[src/rtl/crc16_arbiter.sv]
// Round-robin arbiter sharing one CRC16 engine among NUM_REQ requesters.
// Optional WAIT_DONE timeout is enabled by defining CRC_ARB_TIMEOUT_EN.
module crc16_arbiter #(
  parameter int unsigned NUM_REQ = 4,
  parameter int unsigned MAX_LEN = 8,
  parameter int unsigned TIMEOUT = 64
) (
  input  logic                    clk_in,
  input  logic                    rst,
  input  logic [NUM_REQ-1:0]      req,
  input  logic [4*NUM_REQ-1:0]    req_len,
  input  logic [NUM_REQ-1:0]      wr_valid,
  input  logic [16*NUM_REQ-1:0]   wr_data,
  output logic [NUM_REQ-1:0]      gnt,
  output logic [NUM_REQ-1:0]      done,
  output logic [15:0]             crc_result,
  output logic                    timeout_err,
  output logic                    crc16_start,
  output logic                    crc16_valid,
  output logic [15:0]             data_to_crc,
  input  logic                    crc16_done,
  input  logic [15:0]             data_from_crc,
  output logic                    busy
);
  localparam int unsigned IW       = $clog2(NUM_REQ);
  localparam logic [3:0]  MAX_LEN4 = 4'(MAX_LEN);

  if (NUM_REQ < 2 || NUM_REQ > 8 || MAX_LEN < 1 || MAX_LEN > 15 || TIMEOUT > 127) begin : g_bad_cfg
    $error("crc16_arbiter: parameter out of range");
  end

  typedef enum logic [1:0] {IDLE, STREAM, WAIT_DONE, RESP} state_e;

  state_e             state_q, state_d;
  logic [NUM_REQ-1:0] gnt_q, gnt_d;
  logic [IW-1:0]      gidx_q, gidx_d, last_q, last_d, widx;
  logic               win_found;
  logic [3:0]         len_q, len_d, cnt_q, cnt_d, len_sel;
  logic [15:0]        res_q, res_d, dout_q, dout_d;
  logic               start_q, start_d, valid_q, valid_d;
  logic [3:0]         len_arr [NUM_REQ];
  logic [15:0]        wd_arr  [NUM_REQ];
`ifdef CRC_ARB_TIMEOUT_EN
  localparam logic [6:0] TO7 = 7'(TIMEOUT);
  logic [6:0]         tcnt_q, tcnt_d;
  logic               terr_q, terr_d;
`endif

  for (genvar i = 0; i < NUM_REQ; i++) begin : g_slice
    assign len_arr[i] = req_len[4*i +: 4];
    assign wd_arr[i]  = wr_data[16*i +: 16];
  end

  // Round-robin search starting one past the previous winner.
  always_comb begin
    widx      = last_q;
    win_found = 1'b0;
    for (int unsigned i = 1; i <= NUM_REQ; i++) begin
      if (!win_found && req[IW'((32'(last_q) + i) % NUM_REQ)]) begin
        widx      = IW'((32'(last_q) + i) % NUM_REQ);
        win_found = 1'b1;
      end
    end
    len_sel = (len_arr[widx] > MAX_LEN4) ? MAX_LEN4 : len_arr[widx];
  end

  always_ff @(posedge clk_in or posedge rst) begin
    if (rst) begin
      state_q <= IDLE;
      gnt_q   <= '0;
      gidx_q  <= '0;
      last_q  <= IW'(NUM_REQ - 1);
      len_q   <= '0;
      cnt_q   <= '0;
      res_q   <= '0;
      dout_q  <= '0;
      start_q <= 1'b0;
      valid_q <= 1'b0;
`ifdef CRC_ARB_TIMEOUT_EN
      tcnt_q  <= '0;
      terr_q  <= 1'b0;
`endif
    end else begin
      state_q <= state_d;
      gnt_q   <= gnt_d;
      gidx_q  <= gidx_d;
      last_q  <= last_d;
      len_q   <= len_d;
      cnt_q   <= cnt_d;
      res_q   <= res_d;
      dout_q  <= dout_d;
      start_q <= start_d;
      valid_q <= valid_d;
`ifdef CRC_ARB_TIMEOUT_EN
      tcnt_q  <= tcnt_d;
      terr_q  <= terr_d;
`endif
    end
  end

  always_comb begin
    state_d = state_q;
    gnt_d   = gnt_q;
    gidx_d  = gidx_q;
    last_d  = last_q;
    len_d   = len_q;
    cnt_d   = cnt_q;
    res_d   = res_q;
    dout_d  = dout_q;
    start_d = 1'b0;
    valid_d = 1'b0;
`ifdef CRC_ARB_TIMEOUT_EN
    tcnt_d  = tcnt_q;
    terr_d  = terr_q;
`endif
    unique case (state_q)
      IDLE: begin
        if (win_found) begin
          gnt_d       = '0;
          gnt_d[widx] = 1'b1;
          gidx_d      = widx;
          len_d       = len_sel;
          cnt_d       = '0;
`ifdef CRC_ARB_TIMEOUT_EN
          terr_d      = 1'b0;
`endif
          if (len_sel == 4'd0) begin
            state_d = RESP;
            res_d   = '0;
          end else begin
            state_d = STREAM;
            start_d = 1'b1;
          end
        end
      end
      STREAM: begin
        if (wr_valid[gidx_q]) begin
          dout_d  = wd_arr[gidx_q];
          valid_d = 1'b1;
          cnt_d   = cnt_q + 4'd1;
          if (cnt_q + 4'd1 == len_q) begin
            state_d = WAIT_DONE;
`ifdef CRC_ARB_TIMEOUT_EN
            tcnt_d  = '0;
`endif
          end
        end
      end
      WAIT_DONE: begin
        if (crc16_done) begin
          res_d   = data_from_crc;
          state_d = RESP;
        end
`ifdef CRC_ARB_TIMEOUT_EN
        else if (tcnt_q == TO7) begin
          res_d   = '1;
          terr_d  = 1'b1;
          state_d = RESP;
        end else begin
          tcnt_d  = tcnt_q + 7'd1;
        end
`endif
      end
      RESP: begin
        last_d  = gidx_q;
        gnt_d   = '0;
        state_d = IDLE;
      end
      default: state_d = IDLE;
    endcase
  end

  always_comb begin
    gnt         = gnt_q;
    done        = (state_q == RESP) ? gnt_q : '0;
    crc_result  = res_q;
    crc16_start = start_q;
    crc16_valid = valid_q;
    data_to_crc = dout_q;
    busy        = (state_q != IDLE);
`ifdef CRC_ARB_TIMEOUT_EN
    timeout_err = (state_q == RESP) && terr_q;
`else
    timeout_err = 1'b0;
`endif
  end

endmodule

[config.mk]
export PLATFORM = sky130hd
export DESIGN_NAME = crc16_arbiter
export DESIGN_NICKNAME = d
export VERILOG_FILES = /design/src/rtl/crc16_arbiter.sv
export SDC_FILE = /design/constraint.sdc
export NUM_CORES = 1
export LEC_CHECK = 0
export ABC_AREA = 1
export BUFFER_PORTS_ARGS = -buffer_cell sky130_fd_sc_hd__buf_4
export CORE_MARGIN = 5
export CORE_UTILIZATION = 51
export CTS_CLUSTER_SIZE = 10
export DETAILED_ROUTE_END_ITERATION = 16
export PLACE_DENSITY = 0.83
export SLEW_MARGIN = 40
export SYNTH_ARGS = -nofsm -noshare
export SYNTH_HDL_FRONTEND = slang
export SYNTH_SLANG_ARGS = --single-unit
[constraint.sdc]
create_clock -name clk_in -period 5.3 [get_ports clk_in]
set_input_delay 0.53 -clock clk_in [delete_from_list [all_inputs] [get_ports clk_in]]
set_output_delay 0.53 -clock clk_in [all_outputs]
set_load 0.02 [all_outputs]
; ---- After elaboration in Yosys (flattened, before gate mapping)
; Cells that the tools add are included.
[op_classes]
n_addsub = 5
magnitude_cmp = 10
n_eq_ne = 9
mux = 48
bitwise_logic = 2
reduce_logical = 19
[ops]
columns = cell, n
row1 = $mux W16, 5
row2 = $bmux W16 S2, 1
row3 = $pmux W16 S2, 1
row4 = $mux W4, 7
row5 = $lt A2 B3 Y1 const B, 6
row6 = $mux W2, 9
row7 = $pmux W4 S2, 2
row8 = $mux W1, 15
row9 = $bmux W1 S2, 5
row10 = $ne A2 B2 Y1 const B, 5
row11 = $bmux W4 S2, 1
row12 = $pmux W2 S4, 1
row13 = $reduce_and A4 Y1, 2
row14 = $reduce_bool A2 Y1, 4
row15 = $ge A3 B3 Y1 const B, 2
row16 = $not A2 Y3, 2
row17 = $reduce_and A2 Y1, 3
row18 = $add A2 B1 Y2 const B, 2
row19 = $add A2 B2 Y2 const B, 2
row20 = $add A4 B1 Y4 const B, 1
row21 = $eq A2 B2 Y1 const B, 2
row22 = $eq A4 B4 Y1, 1
row23 = $gt A4 B4 Y1 const B, 1
row24 = $logic_and A1 B1 Y1, 4
row25 = other kinds (7), 9
[totals]
regBits = 52
in_bits = 107
output_inout_bits = 44
elab_cells = 103

; ---- Depth between registers and ports, before layout
[logic_depth]
depth_word = 23
mapped_depth = 20
mapped_depth_nobuf = 19

; ---- Worst setup path after synthesis
; No wires, ideal clock.
[synth_timing]
path_kind = reg-to-reg
from = register last_q[0]
to = register res_q[0] (netlist: crc_result[0])
setup_ns = 0.117
arrival_time_ns = 2.064
required_ns = 5.183
path_slack_ns = 3.119
stages_incl_launch_ff = 20
path_buffers = 2
synth_period_minus_slack_ns = 2.181
cell_sequence = dfstp_2 buf_4 nand2_1 nand2_2 nand2_1 nand2_2 nand2_2 nand2_1 nand2_4 nand2_4 nand2_2 nand3_1 nand2_1 nor2_2 nand2_2 nand2_4 nand2_4 buf_6 nand2_1 nand2_1
[synth_between]
elab_chain_cells = 22
word_cells_on_any_way = 36
cone_classes = 4 x add/sub / 1 x order compare / 2 x eq/ne / 20 x mux / 1 x bitwise / 8 x reduce/logical
[synth_rtl]
columns = element, line_no
row1 = start: declaration, 36  ; logic [IW-1:0] gidx_q, gidx_d, last_q, last_d, widx;
row2 = start signal: assignment, 72  ; last_q <= IW'(NUM_REQ - 1);
row3 = start signal: assignment, 87  ; last_q <= last_d;
row4 = $add A2 B1 Y2, "59, 60"
row5 = $bmux W1 S2, 59  ; if (!win_found && req[IW'((32'(last_q) + i) % NUM_REQ)]) begin
row6 = $mux W1 (not written as such), 59
row7 = $mux W1, 59
row8 = $logic_not A1 Y1, 59
row9 = $logic_and A1 B1 Y1, 59
row10 = $mux W1, 59
row11 = $logic_not A1 Y1, 59
row12 = [5 not listed], -
row13 = $not A2 Y3 (not written as such), 64  ; len_sel = (len_arr[widx] > MAX_LEN4) ? MAX_LEN4 : len_arr[widx];
row14 = $bmux W4 S2, 64
row15 = $mux W4 (not written as such) (2 in series), 64
row16 = $gt A4 B4 Y1, 64
row17 = $mux W4, 64
row18 = $logic_not A4 Y1, 127  ; if (len_sel == 4'd0) begin
row19 = $ne A2 B2 Y1 (no source line), -
row20 = $reduce_and A4 Y1 (no source line) *, -
row21 = end signal: assignment, 90  ; res_q <= res_d;
row22 = end: declaration, 39  ; logic [15:0] res_q, res_d, dout_q, dout_d;
; Mark *: on every way between the ends. The rest lies on a longest branch, timed or not. The select of a mux whose other input is x is not followed.
; A chain may end at the register's enable or synchronous reset.

; ---- Final worst setup path
[layout_timing]
from = register gidx_q[0]
to = register cnt_q[1]
[layout_between]
elab_chain_cells = 4
[layout_rtl]
columns = element, line_no
row1 = start: declaration, 36
row2 = start signal: assignment, 86  ; gidx_q <= gidx_d;
row3 = $bmux W1 S2, 137  ; if (wr_valid[gidx_q]) begin
row4 = $mux W1 (not written as such), 137
row5 = $ne A2 B2 Y1 (no source line), -
row6 = $reduce_and A3 Y1 (no source line), -
row7 = end signal: assignment, 89  ; cnt_q <= cnt_d;
row8 = end: declaration, 38  ; logic [3:0] len_q, len_d, cnt_q, cnt_d, len_sel;
; No other way between the ends. The select of a mux whose other input is x is not followed.

==> results.toml <==
[outcome]
outcome = "finished clean"

[global_route]
grt-ovfl-total = 0
grt_pass1_vias = 3354
grt_start_max_net_pins = 53
antenna_found_initial = 0
grt_pass1_wl_mm = 16.13
grt_use_total_pct = 23.30

[sta]
timing.fmax_ghz = 0.3560
slew_headroom_pct = 55.76
min_period_ps = 2809
finalMaxSlewViolations = 0
clock_skew_ps = 5.843
timing.final.crit_share_pct = 53.00
hold_violations = 0
setup_tns_ps = 0
worst_pin_slew_ps = 663.6
rsz0062_at_grt = "no"
setup_violations = 0

[cts]
clk_latency_ps = 300
clock-sinks = 52
root_buffer = "clkbuf_8"
cts_hold_buf = 0
ctsResizeCount = 0
cts_tree = "done"
cts_made_buffers = 5
cts_setup_buffers = 0
clk_pin_slew_ps = 100
clk_path_buf_depth = 2
cts_max_level = 2

[cells_and_area]
multi_input_area_sq_um = 1718
fin_nets = 736
drive_above_1_share_pct = 29.81
synthToLayoutAreaGrowth_pct = 37.25
fillers = 537
num_antenna_cells = 0
fin_area_sq_um = 4573
mostFrequentLayoutCells = "nand2_1 (170), buf_4 (150), nor2_1 (59), dfrtp_1 (48), inv_1 (47)"
final-seq-area_sq_um = 1306
layout_commonest_cell = "nand2_1"

[setup_path]
crit_type = "reg2reg"
r2r-end = "cnt_q[1]"
reg2reg_depth = 10
worstPathArrival_ps = 3040
r2r_slack_ps = 2490
critPathLaunchType = "flip-flop"
cp_max_fo = 37
crit_path_end_kind = "flip-flop"
r2r_start = "gidx_q[0]"
timing.critical_path.from = "gidx_q[0]"
required_ps = 5530
crit_end = "cnt_q[1]"

[synth]
synth_seq_area_share_pct = 39.13
syn_area_sq_um = 3332
syn_avg_cell_area_sq_um = 6.814
synth_seq_cells = 52
synth_fp_nets = 602
ys.warnings.count = 0
synth_cell_types = 33
syn_inst = 489

[place]
gp_congestion = 0.9306
io_buffers = 149
dp_hpwl_mm = 7.739
place_area_sq_um = 4452

[pwr]
ir_drop_mv = 0.3726
powerDensity_nw_per_um2 = 556.0
power_leakage_nw = 2.624

[floorplan]
rows = 29
die_w_microns = 90.83
dieArea_sq_um = 8250
core_region_area_sq_um = 6350
start_util_pct = 52.47
ioPinCount = 151
die_height_microns = 90.83

[flow_run]
cap_violations = 0

[route]
ant_nets = 0
wire_per_inst_microns = 14.07
dr.pass1.iters = 4
wl_mm = 9.860
num_vias = 3585
drcViolationCount = 0
drtIter0Drc = 159
via_per_inst = 5.114

[hold_path]
min_path_type = "in2async"
-- synth_stat cells, drive strengths merged --
master  instances  share of area [%]
a21oi           4               0.60
a22o            1               0.26
a22oi           1               0.23
a31oi           1               0.19
buf             7                1.4
clkbuf         16                1.8
clkinv          2               0.23
conb            1               0.11
dfrtp          50                 38
dfstp           2                1.6
ha              6                2.3
inv            52                5.9
mux2i           1               0.30
nand2         185                 23
nand3          40                6.2
nand3b          3               0.68
nor2           61                7.0
nor3            2               0.30
nor4            1               0.19
o21a            1               0.23
o21ai          25                3.8
o22ai           5               0.94
o32ai          16                4.2
xnor2           2               0.53
xor2            4                1.1
-- cells by family (layout without fill, tap and decap cells) --
logic type | after synthesis | count (layout) | synth area share (%)
AND/OR/NAND/NOR | 292 | 292 | 36.91
buffers and inverters | 77 | 212 | 9.313
AO/OA/AOI/OAI | 54 | 54 | 10.40
flip-flops | 52 | 52 | 39.13
adder cells (fa/ha/maj) | 6 | 6 | 2.253
XOR/XNOR | 6 | 6 | 1.577
other | 1 | 1 | 0.1125
multiplexers | 1 | 1 | 0.3004
-- how the worst min path moves through the flow --
stage                             start            end  slack (ps)  depth (start not counted)
after floorplan                len_q[1]       len_q[1]         470                          2
after global placement    crc_result[1]  crc_result[1]         460                          2
after detailed placement  crc_result[1]  crc_result[1]         460                          2
after CTS                           rst  crc_result[3]         330                          2
after global routing                rst  crc_result[3]         370                          2
final                               rst  crc_result[3]         310                          2
-- metrics by stage --
step,utilization [%],power [mW],std cells,setup WS [ps],hold WS (ps)
finish,72.02,2.543,701,2491,312.8
floorplan,-,1.815,489,3119,468.3
global placement,70.03,2.225,693,1901,455.9
global route,72.02,2.778,701,2104,367.3
CTS,72.02,2.554,701,2293,333.1
detailed placement,70.11,2.264,693,2305,459.4
-- power breakdown --
part	internal (mW)	total [mW]	switching (mW)
Clock	0.155	0.287	0.132
Sequential	0.548	0.715	0.168
Combinational	0.564	1.54	0.977
Total	1.27	2.54	1.28
-- routing by layer --
layer	track usage [%]	share of wire, %	vias to the layer above
li1	-	-	1808
met1	29.04	41	1629
met2	41.16	50	140
met3	5.667	8.1	8
met4	4.279	0.78	0
met5	0	0	-
-- state kept, by name, summed over array words and instances (netlist names) --
signal and flops:
crc_result 16, state_q 2, last_q 2, crc16_start 1
len_q 4, gidx_q 2, crc16_valid 1, cnt_q 4
data_to_crc 16, gnt 4
-- worst max-delay path: stages (launching register included) --
cell and delay [ps]:
dfrtp_2 640, inv_2 490, nand2_1 110, nand2_1 90, nand2_1 60, nor2_1 80, buf_4 230, clkinv_1 410
a21oi_1 440, nand3_1 100, o21ai_0 80
-- layout make-up --
class | count | share of cell area [%]
tap | 77 | 2.107
clock buffer | 6 | 1.806
clock inverter | 2 | 0.8482
inverter | 54 | 4.487
multi-input combinational | 360 | 37.56
sequential | 52 | 28.56
timing repair buffer | 150 | 24.62
Note: power is estimated with default switching activity, not from simulation.
